===== src/rtl/uio_bus_arbiter.sv =====
// uio_bus_arbiter
//   Round-robin arbiter that shares the bidirectional uio pad bus between
//   NUM_REQ requesters. It runs one transaction at a time. A write drives
//   uio_out for DRIVE_CYCLES cycles. A read releases the bus for TURNAROUND
//   cycles and then captures uio_in.
//
// Ports
//   clk, rst          clock, synchronous active-high reset
//   req/req_wr        per-requester level request and direction (1=write),
//                     sampled only at the arbitration edge
//   req_wdata         write data, requester i on bits [8i+7:8i]
//   gnt               one-hot grant, held through the DONE cycle
//   done/rvalid       last-cycle pulse; rvalid only on reads
//   rdata             last captured uio_in
//   busy              transaction in progress
//   uio_in/out/oe     pad interface
module uio_bus_arbiter #(
    parameter int unsigned NUM_REQ      = 4,
    parameter int unsigned DRIVE_CYCLES = 1,
    parameter int unsigned TURNAROUND   = 1
) (
    input  logic                 clk,
    input  logic                 rst,
    input  logic [NUM_REQ-1:0]   req,
    input  logic [NUM_REQ-1:0]   req_wr,
    input  logic [8*NUM_REQ-1:0] req_wdata,
    output logic [NUM_REQ-1:0]   gnt,
    output logic                 done,
    output logic [7:0]           rdata,
    output logic                 rvalid,
    output logic                 busy,
    input  logic [7:0]           uio_in,
    output logic [7:0]           uio_out,
    output logic [7:0]           uio_oe
);

    localparam int unsigned IW   = $clog2(NUM_REQ);
    localparam int unsigned MAXC = (DRIVE_CYCLES > TURNAROUND) ? DRIVE_CYCLES : TURNAROUND;
    localparam int unsigned CW   = $clog2(MAXC + 1);

    localparam logic [CW-1:0] DRV_LAST  = CW'(DRIVE_CYCLES - 1);
    localparam logic [CW-1:0] TURN_LAST = CW'(TURNAROUND - 1);

    localparam logic [2:0] StIdle    = 3'd0;
    localparam logic [2:0] StDrive   = 3'd1;
    localparam logic [2:0] StTurn    = 3'd2;
    localparam logic [2:0] StCapture = 3'd3;
    localparam logic [2:0] StDone    = 3'd4;

    logic [2:0]         state_q, state_d;
    logic [CW-1:0]      cnt_q, cnt_d;
    logic [IW-1:0]      rr_ptr_q, rr_ptr_d;
    logic               wr_q, wr_d;
    logic [7:0]         out_q, out_d;
    logic [NUM_REQ-1:0] gnt_q, gnt_d;
    logic [7:0]         rdata_q, rdata_d;

    logic               found;
    logic [IW-1:0]      win;
    logic [7:0]         win_wdata;

    // Scan upward from rr_ptr+1, wrapping, so the last winner has lowest priority.
    always_comb begin
        int unsigned cand;
        found = 1'b0;
        win   = rr_ptr_q;
        for (int unsigned off = 1; off <= NUM_REQ; off++) begin
            cand = (32'(rr_ptr_q) + off) % NUM_REQ;
            if (!found && req[IW'(cand)]) begin
                found = 1'b1;
                win   = IW'(cand);
            end
        end
    end

    always_comb begin
        win_wdata = 8'h00;
        for (int unsigned i = 0; i < NUM_REQ; i++) begin
            if (IW'(i) == win) begin
                win_wdata = req_wdata[8*i +: 8];
            end
        end
    end

    always_comb begin
        state_d  = state_q;
        cnt_d    = cnt_q;
        rr_ptr_d = rr_ptr_q;
        wr_d     = wr_q;
        out_d    = out_q;
        gnt_d    = gnt_q;
        rdata_d  = rdata_q;
        case (state_q)
            StIdle: begin
                if (found) begin
                    rr_ptr_d = win;
                    gnt_d    = NUM_REQ'(1) << win;
                    wr_d     = req_wr[win];
                    cnt_d    = '0;
                    if (req_wr[win]) begin
                        // Pad output only changes when a new write is granted,
                        // so it holds the last driven value while released.
                        out_d   = win_wdata;
                        state_d = StDrive;
                    end else begin
                        state_d = StTurn;
                    end
                end
            end
            StDrive: begin
                if (cnt_q == DRV_LAST) begin
                    state_d = StDone;
                end else begin
                    cnt_d = cnt_q + CW'(1);
                end
            end
            StTurn: begin
                if (cnt_q == TURN_LAST) begin
                    state_d = StCapture;
                end else begin
                    cnt_d = cnt_q + CW'(1);
                end
            end
            StCapture: begin
                rdata_d = uio_in;
                state_d = StDone;
            end
            StDone: begin
                gnt_d   = '0;
                state_d = StIdle;
            end
            default: begin
                gnt_d   = '0;
                state_d = StIdle;
            end
        endcase
    end

    always_ff @(posedge clk) begin
        if (rst) begin
            state_q  <= StIdle;
            cnt_q    <= '0;
            rr_ptr_q <= IW'(NUM_REQ - 1);
            wr_q     <= 1'b0;
            out_q    <= 8'h00;
            gnt_q    <= '0;
            rdata_q  <= 8'h00;
        end else begin
            state_q  <= state_d;
            cnt_q    <= cnt_d;
            rr_ptr_q <= rr_ptr_d;
            wr_q     <= wr_d;
            out_q    <= out_d;
            gnt_q    <= gnt_d;
            rdata_q  <= rdata_d;
        end
    end

    assign uio_oe  = (state_q == StDrive) ? 8'hFF : 8'h00;
    assign uio_out = out_q;
    assign gnt     = gnt_q;
    assign done    = (state_q == StDone);
    assign rvalid  = (state_q == StDone) && !wr_q;
    assign rdata   = rdata_q;
    assign busy    = (state_q != StIdle);

endmodule


===== config.mk =====
export PLATFORM = sky130hd
export DESIGN_NAME = uio_bus_arbiter
export DESIGN_NICKNAME = d
export VERILOG_FILES = /design/src/rtl/uio_bus_arbiter.sv
export SDC_FILE = /design/constraint.sdc
export NUM_CORES = 1
export LEC_CHECK = 0
export ABC_AREA = 1
export BUFFER_PORTS_ARGS = -buffer_cell sky130_fd_sc_hd__buf_2
export CORE_MARGIN = 2
export CORE_UTILIZATION = 30
export DETAILED_ROUTE_END_ITERATION = 7
export GPL_TIMING_DRIVEN = 0
export PLACE_DENSITY = 0.65
export SETUP_SLACK_MARGIN = 0.1
export SLEW_MARGIN = 20
export SYNTH_ARGS = -nofsm -noshare
export SYNTH_HDL_FRONTEND = slang
export SYNTH_SLANG_ARGS = --single-unit
export TNS_END_PERCENT = 1

===== constraint.sdc =====
create_clock -name clk -period 2.4 [get_ports clk]
set_input_delay 0.48 -clock clk [delete_from_list [all_inputs] [get_ports clk]]
set_output_delay 0.48 -clock clk [all_outputs]
set_load 0.02 [all_outputs]

Yosys cells after proc, flatten, opt, wreduce, memory -nomap -nowiden:

Index checks and enable logic that the tools add are counted.

* ROM bits: 0
* memories: 0
* bits in latches: 0
* input port bits: 50
* logic and storage cells: 81
* register bits after elaboration: 27
* memory bits (writable): 0
* output and inout bits: 31

* shifts and indexed selects: 1
* divide/modulo/power cells: 0
* magnitude comparators: 5
* multipliers: 0
* multiplexer cells: 33
* bitwise operators: 1
* add/subtract/negate cells: 5
* reduce and logical (&&, ||, !) cells: 19
* equal/unequal tests: 10

Operator list (count)
* $mux 8: 5
* $lt 2x3->1 const B: 5
* $pmux 3 s4: 1
* $mux 1: 11
* $bmux 1 s2: 5
* $mux 2: 5
* $mux 3: 3
* $pmux 4 s2: 1
* $eq 3x2->1 const B: 2
* $ne 2x2->1 const B: 3
* $reduce_and 2->1: 3
* $reduce_and 3->1: 2
* $add 2x1->2 const B: 2
* $add 2x2->2 const B: 2
* $eq 2x2->1 const A: 2
* $logic_and 1x1->1: 4
* $logic_not 1->1: 4
* $mux 4: 1
* $shl 1x2->4 const A: 1
* $eq 3x1->1 const B: 1
* $eq 3x3->1 const B: 1
* $logic_not 3->1: 1
* $reduce_bool 3->1: 1
* $reduce_or 3->1: 1
* 7 further kinds: 7

Logic depth before layout (Yosys ltp):

Gate-level depths: netlist of the first run.

* depth after elaboration: 18
* mapped depth: 18
* depth with buffers taken out: 16

Least setup slack after synthesis of the first run:

No wires, ideal clock.

* kind: register -> register
* from: register rr_ptr_q[0]
* to: register out_q[0], in the netlist uio_out[0]
* buffers on the path: 2
* clock period less this slack: 1770 ps
* stages on the path, launching flop included: 16
* arrival time: 1658 ps
* setup slack: 630 ps
* cell sequence: dfxtp_1 inv_2 buf_6 nand2_2 nand2_4 nand2_1 nand2_4 nand3_4 nand3_2 nand2_2 buf_6 nand2_1 nand2_2 nand3_1 nor2_1 nor2_1

* word-level cells in the longest chain between the ends: 18
* elaborated cells on any way between the ends: 37
* classes of those cells: 4 x add/sub; 3 x eq/ne; 22 x mux; 8 x reduce/logical

Ends and longest elaborated chain
* start, declared: RTL line 52 `logic [IW-1:0] rr_ptr_q, rr_ptr_d;`
* start signal, assigned: RTL line 143 `rr_ptr_q <= IW'(NUM_REQ - 1);`
* start signal, assigned: RTL line 151 `rr_ptr_q <= rr_ptr_d;`
* $add 2x1->2: RTL line 68 `cand = (32'(rr_ptr_q) + off) % NUM_REQ;`
* $bmux 1 s2: RTL line 69 `if (!found && req[IW'(cand)]) begin`
* $mux 1 (implied by the code): RTL line 69
* $mux 1: RTL line 69
* $logic_not 1->1: RTL line 69
* $logic_and 1x1->1: RTL line 69
* $mux 1: RTL line 69
* $logic_not 1->1: RTL line 69
* $logic_and 1x1->1: RTL line 69
* $mux 1: RTL line 69
* $logic_not 1->1: RTL line 69
* $logic_and 1x1->1: RTL line 69
* $mux 2: RTL line 69
* $logic_not 2->1: RTL line 79 `if (IW'(i) == win) begin`
* $mux 8 (4 in series): RTL line 79
* end signal, assigned: RTL line 153 `out_q <= out_d;`
* end, declared: RTL line 54 `logic [7:0] out_q, out_d;`

Several ways; a longest one is shown, not always the timed one. The select of a mux whose other input is x is not followed.
A chain may end at the register's enable or synchronous reset.

Worst setup path after layout of the first run:

* from: register rr_ptr_q[0]
* to: register out_q[2], in the netlist uio_out[2]

The elaborated chain is that of the path after synthesis.

==> results of run 1 <==
## how the worst max path moves through the flow
stage	to	slack, ps	cells after the start
6_report	uio_out[2]	340	15
3_5_place_dp	uio_out[2]	250	14
2_1_floorplan	uio_out[0]	630	15
3_3_place_gp	uio_out[2]	290	14
5_1_grt	uio_out[2]	150	13
4_1_cts	uio_out[2]	310	15
## power groups by stage
stage / clock network, uW / registers (uW) / logic [uW]
6_report: 375 / 631 / 3140
2_1_floorplan: 0 / 736 / 2390
3_3_place_gp: 0 / 632 / 3110
5_1_grt: 404 / 647 / 3510
4_1_cts: 381 / 631 / 3170
3_5_place_dp: 0 / 639 / 3170
## state kept, by name, summed over array words and instances (netlist names)
| register | count |
|---|---|
| rdata | 8 |
| uio_out | 8 |
| gnt | 4 |
| state_q | 3 |
| rr_ptr_q | 2 |
| wr_q | 1 |
## per-stage QoR
stage,cell area (sq um),cells
2_1_floorplan,2000,304
3_3_place_gp,2490,460
3_5_place_dp,2490,460
4_1_cts,2560,464
5_1_grt,2560,464
6_report,2560,464
## cells by family after synthesis
kind of cell / after synthesis / share of synthesized area
AOI/OAI and AO/OA: 24 / 0.0621
buffers and inverters: 57 / 0.156
DFF: 26 / 0.261
and+or+nand+nor: 197 / 0.521
## per-layer routing
metal,global-route usage,wire (um)
met3,0.0289,383
met1,0.191,2500
met5,0,0
met2,0.242,2370
met4,0.00433,4
## synthesized netlist by cell type
master	count
inv_2	4
o21ai_0	12
nand3_2	11
nand2_8	1
nand4_2	1
dfxtp_1	26
buf_2	1
nor3_1	2
buf_8	1
nand3_1	37
o21bai_1	1
clkinv_4	1
buf_6	6
inv_1	33
nor2_8	1
a31oi_1	1
nor2_2	1
nand2_2	9
buf_4	8
a21oi_1	9
nand2_1	79
inv_4	2
nand3_4	3
clkbuf_1	1
nor2_1	42
o21ai_1	1
nand2_4	10
## cell type report
class	count	area (sq um)	share of cell area
clock buffer	3	41.3	0.0161
multi-input combinational	221	1160	0.455
buffer	17	151	0.0592
timing repair buffer	79	395	0.155
sequential	26	520	0.203
clock inverter	1	30.0	0.0117
tap	77	96.3	0.0377
inverter	40	160	0.0626
## worst max-delay path, cell delays in order (launching register included)
cell	delay (ps)
dfxtp_1	410
inv_2	60
buf_6	140
nand2_2	70
nand2_4	60
nand2_4	90
nand2_8	80
nor2_8	140
nand3_1	120
nand2_2	180
buf_6	170
nand2_1	70
nand2_2	100
nand3_1	80
nor2_1	120
nor2_1	50
==> impl_metrics.ini, run 1 <==
[worst_setup_path]
r2r_start = rr_ptr_q[0]
arrival_ps = 2240
r2r_slack_ps = 340
crit_path_start = rr_ptr_q[0]
critPathRequiredTime_ps = 2580
critPathLaunchType = flop
reg2reg_depth = 15
path_max_fanout = 10
crit_type = flop to flop
r2r-end = uio_out[2]
worstSetupEndpointType = flop

[clock_tree]
cts_resized = 0
clock-sinks = 26
cts_buffers = 3
htree_levels = 1
tritoncts = done
root_buffer = clkbuf_8
clkTransAtPathRegs_ps = 100
cts_hold_buf = 0
post-cts-setup-buffers = 0
clockBufferDepth = 2
insertion_delay_ps = 270

[status]
outcome = finished clean

[drt]
drc_errors = 0
drt_iter0_drc = 109
wl_um = 5260
wl_per_cell_um = 11.3
num_vias = 2091
ant_nets = 0
viasPerCell = 4.51
dr.pass1.iters = 4

[placed_design]
io_buffer_count = 79
post-dp-hpwl_um = 4150
gp_congestion = 0.804
dp_slack_ps = 253

[pwr]
combPwrFrac = 0.757
p_leak_uw = 0.00144
power_frac_seq = 0.152
ir_worst_vdd_v = 0.000665
clkPwrFrac = 0.090
p_switching_uw = 2230
total_power_uw = 4140
p_int_uw = 1910
power_density_nw_per_um2 = 1620
swShare = 0.539

[global_routing]
overflow = 0
grt_max_degree = 16
grt_first_pass_wirelength_um = 8590
antenna_found_initial = 0
grt_pass1_vias = 1913
grtUsageTotal = 0.140

[sta]
tightest_slew_ps = 549
setup_ws_ps = 344
grt_setup_unrepaired = no
finalSetupTns_ps = 0
fin_hold_ws_ps = 419
fmax_mhz = 486
setup_viol = 0
fin_skew_ps = 3.88
hold_viol = 0
drv_slew = 0
min_period_ps = 2060
post-route-period-util = 0.857
slew_headroom = 0.632

[cells_and_area]
nets = 438
final_common_cell = buf_2
layout_common_cells = buf_2, nand2_1, nor2_1
fill_cells = 690
antenna_cells = 0
syn_to_final_growth_pct = 28.2
finish.utilization = 0.401
drive_above_1_share = 0.370

[logic_synthesis]
synth_warnings = 0
synth-seq-cells = 26
syn_area_sq_um = 2000
synth_cell_type_count = 27
syn_nets = 354
synth_top_area_frac = 0.261
ys_top_cells_by_area = dfxtp_1, nand2_1, nand3_1
seq_area_frac_synth = 0.261
synth_area_per_cell_sq_um = 6.56
syn_inst = 304
synth.largest_area_cell = dfxtp_1

[die]
dieArea_sq_um = 7320
coreArea_sq_um = 6390
start_util = 0.312
pin_count = 81
die_h_um = 85.6
die_x_um = 85.6
fp-row-count = 29

[min_path]
holdPathStages = 3
hp-class = primary input to flop
min_from = uio_in[1]
holdPathEnd = rdata[1]

[run]
cap_viol_max_count = 0
No activity file was read; power rests on OpenSTA's default activity.
==> run 2: changes to the inputs <==
CORE_ASPECT_RATIO = 1.75   (was unset)
==> impl_metrics.ini, run 2 (synthesis results as in run 1) <==
[status]
outcome = finished clean

[drt]
dr.pass1.iters = 4
drc_errors = 0
ant_nets = 0
drt_iter0_drc = 44
num_vias = 2088
wl_um = 5190
viasPerCell = 4.45
wl_per_cell_um = 11.1

[die]
fp-row-count = 39
die_x_um = 65.7
pin_count = 81
die_h_um = 112
coreArea_sq_um = 6490
dieArea_sq_um = 7350
start_util = 0.307

[worst_setup_path]
cp_cell_sequence = buf_6 -> nand2_2 -> nand2_4 -> nand2_4 -> nand2_8 -> clkinv_4 -> nand3_4 -> nand3_2 -> nand2_2 -> buf_6 -> nand2_1 -> nand2_2 -> nand3_1 -> nor2_1 -> nor2_1
reg2reg_depth = 15
cpPeakStageDelay_ps = 400
cp_num_buf_inv = 3
slowest_stage = dfxtp_1
r2r-end = uio_out[2]
critPathRequiredTime_ps = 2560
r2r_slack_ps = 370
critPathTopFamily = simple AND/OR/NAND/NOR gates
r2r_start = rr_ptr_q[0]
critPathLaunchType = flop
arrival_ps = 2200
crit_type = flop to flop
path_max_fanout = 10
worstSetupEndpointType = flop
crit_top_cell = nand2_2

[pwr]
total_power_uw = 4220
power_density_nw_per_um2 = 1630
ir_worst_vdd_v = 0.00108
p_leak_uw = 0.00145

[clock_tree]
insertion_delay_ps = 260
root_buffer = clkbuf_16
clockBufferDepth = 2
clock-sinks = 26
post-cts-setup-buffers = 0
tritoncts = done
cts_buffers = 3
htree_levels = 1
cts_resized = 0
clkTransAtPathRegs_ps = 70
cts_hold_buf = 0

[sta]
fmax_mhz = 492
setup_viol = 0
fin_skew_ps = 4.97
slew_headroom = 0.696
grt_setup_unrepaired = no
hold_viol = 0
tightest_slew_ps = 454
post-route-period-util = 0.847
drv_slew = 0
min_period_ps = 2030
finalSetupTns_ps = 0

[placed_design]
gp_congestion = 0.838
dp.cells = 465
io_buffer_count = 79
placed_area_sq_um = 2490
post-dp-hpwl_um = 4250

[cells_and_area]
syn_to_final_growth_pct = 30.2
postLayoutCellArea_sq_um = 2600
fill_cells = 708
multiInputGateArea_sq_um = 1160
finalNonFillerCells = 469
finish.utilization = 0.400
final_common_cell = buf_2
nets = 438
drive_above_1_share = 0.370
ff_latch_area_sq_um = 520
layout_common_cells = buf_2, nand2_1, nor2_1
antenna_cells = 0

[global_routing]
overflow = 0
antenna_found_initial = 0
grt_max_degree = 16
grtUsageTotal = 0.151
grt_first_pass_wirelength_um = 8940
grt_pass1_vias = 2057

[min_path]
holdPathStages = 3
holdPathEnd = rdata[6]
min_from = uio_in[6]
hp-class = primary input to flop

[run]
cap_viol_max_count = 0
run 2: changes by cell type in the layout (fill, tap and decap cells not counted):
| cell | change |
|---|---|
| clkbuf_16 | +3 |
| clkbuf_8 | -3 |
run 2: per-stage QoR:
step / setup slack (ps) / hold WS, ps
finish: 366 / 439
global route: 180 / 457
CTS: 351 / 438
detailed placement: 312 / 463
global placement: 322 / 459
floorplan: 630 / 445
run 2: worst max-delay path by stage:
stage / start / endpoint / cells after the start
4_1_cts: rr_ptr_q[0] / uio_out[0] / 15
2_1_floorplan: rr_ptr_q[0] / uio_out[0] / 15
5_1_grt: rr_ptr_q[0] / uio_out[0] / 15
3_5_place_dp: req[2] / uio_out[0] / 14
6_report: rr_ptr_q[0] / uio_out[2] / 15
3_3_place_gp: req[2] / uio_out[0] / 14
run 2: routing by layer:
layer	part of all wire	global-route usage	wire [um]	vias to the layer above
li1	-	-	-	1111
met1	0.39	0.164	2040	908
met2	0.54	0.273	2790	53
met3	0.027	0.0131	141	16
met4	0.042	0.0861	217	0
met5	0	0	0	-
run 2: worst reg2reg max path, stage by stage (launching register included):
cell,delay [ps]
dfxtp_1,400
buf_6,180
nand2_2,80
nand2_4,90
nand2_4,90
nand2_8,130
clkinv_4,60
nand3_4,90
nand3_2,90
nand2_2,160
buf_6,170
nand2_1,70
nand2_2,100
nand3_1,80
nor2_1,90
nor2_1,50
run 2: cell type report:
type | count | area share
multi-input cells | 221 | 0.448
flip-flops and latches | 26 | 0.200
repair buffers | 79 | 0.152
inverters | 40 | 0.0616
plain buffers | 17 | 0.0583
well taps | 82 | 0.0395
clock buffers | 3 | 0.0289
clock inverters | 1 | 0.0116
run 2: power by group:
part | internal (uW) | leakage [uW] | switching [uW] | total [uW]
Sequential | 562 | 0.000213 | 73.4 | 635
Clock | 332 | 0.0000511 | 152 | 484
Combinational | 1120 | 0.00119 | 1980 | 3100
Total | 2020 | 0.00145 | 2210 | 4220
==> run 3: changes to the inputs <==
PLACE_DENSITY = 0.67   (was 0.65)
clock period = 1.85 ns   (was 2.4 ns; I/O delays follow)
==> impl_metrics.ini, run 3 (synthesis results as in run 1) <==
[min_path]
min_from = uio_in[0]
hp-class = primary input to flop
holdPathEnd = rdata[0]
holdPathStages = 3

[pwr]
ir_worst_vdd_v = 0.00134
power_density_nw_per_um2 = 2310
total_power_uw = 6810
p_leak_uw = 0.00161

[drt]
drt_iter0_drc = 58
ant_nets = 0
num_vias = 2229
dr.pass1.iters = 4
wl_um = 5850
wl_per_cell_um = 11.8
viasPerCell = 4.50
drc_errors = 0

[die]
start_util = 0.307
dieArea_sq_um = 7350
fp-row-count = 39
coreArea_sq_um = 6490
die_h_um = 112
die_x_um = 65.7
pin_count = 81

[placed_design]
post-dp-hpwl_um = 4290
gp_congestion = 0.851
dp_slack_ps = -144
io_buffer_count = 79
placed_area_sq_um = 2500

[global_routing]
overflow = 0
antenna_found_initial = 0
grt_max_degree = 16
grt_first_pass_wirelength_um = 9520
grt_pass1_vias = 2164
grtUsageTotal = 0.163

[worst_setup_path]
r2r-end = uio_out[1]
reg2reg_depth = 17
critPathLaunchType = flop
cp_num_buf_inv = 5
r2r_start = rr_ptr_q[0]
slowest_stage = dfxtp_4
crit_type = flop to flop
critPathTopFamily = simple AND/OR/NAND/NOR gates
arrival_ps = 2120
cp_cell_sequence = inv_4 -> buf_8 -> nand2_4 -> nand2_4 -> nand2_4 -> nand2_8 -> nor2_8 -> nand3_4 -> nand2_4 -> inv_6 -> buf_8 -> nand3_2 -> nand2_1 -> inv_1 -> nand2_1 -> nor2_1 -> nor2_1
worstSetupEndpointType = flop
critPathRequiredTime_ps = 2010
crit_top_cell = nand2_4
crit_path_start = rr_ptr_q[0]
r2r_slack_ps = -110
cpPeakStageDelay_ps = 380
path_max_fanout = 8

[cells_and_area]
layout_common_cells = buf_2, nand2_1, nor2_1
final_common_cell = buf_2
nets = 464
syn_to_final_growth_pct = 47.8
postLayoutCellArea_sq_um = 2950
drive_above_1_share = 0.455
antenna_cells = 0

[sta]
slew_headroom = 0.695
post-route-period-util = 1.06
hold_viol = 0
setup_ws_ps = -108
drv_slew = 0
fmax_mhz = 511
finalSetupTns_ps = -618
min_period_ps = 1960
tightest_slew_ps = 457
setup_viol = 10
fin_skew_ps = 1.71
grt_setup_unrepaired = yes

[clock_tree]
clkTransAtPathRegs_ps = 60
htree_levels = 1
cts_buffers = 3
cts_hold_buf = 0
tritoncts = done
clockBufferDepth = 2
root_buffer = clkbuf_16
clock-sinks = 26
insertion_delay_ps = 260

[status]
outcome = finished, violations left
violations = negative setup slack

[run]
cap_viol_max_count = 0
==> run 3: cell types whose count changed in the layout (fill, tap and decap cells not counted), moves of 4 or more <==
cell and change:
nand3_1 -4, nor2_4 +5, nand2_4 +4, nor2_1 -5, nand2_1 -6, nand3_2 +4, buf_4 +21
==> run 3: area by class of cell <==
class	instances	area [sq um]
Buffer	17	159
Clock inverter	1	30.0
Tap cell	82	103
Sequential cell	26	526
Multi-Input combinational cell	221	1270
Fill cell	659	3540
Clock buffer	3	75.1
Inverter	40	165
Timing Repair Buffer	105	619
==> run 3: worst max-delay path by stage <==
| stage | end | slack (ps) | cells past startpoint |
|---|---|---|---|
| floorplan | uio_out[1] | 120 | 17 |
| global placement | uio_out[0] | -90 | 14 |
| detailed placement | uio_out[2] | -140 | 14 |
| CTS | uio_out[7] | -90 | 17 |
| global route | uio_out[1] | -260 | 17 |
| finish | uio_out[1] | -110 | 17 |
==> run 3: metal layers <==
metal	wire [um]	track usage	up-vias
met1	2070	0.168	989
li1	-	-	1162
met4	190	0.0722	0
met3	225	0.0131	13
met5	0	0	-
met2	3370	0.316	65
==> run 3: repair_timing <==
action                     4_1_cts  5_1_grt
setup endpoints to repair       23       24
setup buffers                   21        2
cloned                           3        0
resized for setup               25       11
pin swaps                       21       11
==> run 3: stage by stage <==
step                       util  cells  hold slack [ps]
after floorplan               -    304              445
after global placement    0.386    465              450
after detailed placement  0.386    465              454
after CTS                 0.445    493              327
after global routing      0.454    495              341
final                     0.454    495              325
==> run 3: tightest hold or removal path, cell delays in order <==
cell    delay (ps)
buf_2           70
nor2_1          30
nor2_1          80
==> run 3: where the power goes <==
| part | total [uW] | leakage (uW) | internal [uW] | switching [uW] |
|---|---|---|---|---|
| Combinational | 5340 | 0.00135 | 2280 | 3060 |
| Sequential | 833 | 0.000213 | 735 | 98.4 |
| Clock | 634 | 0.0000511 | 431 | 203 |
| Total | 6810 | 0.00161 | 3440 | 3370 |
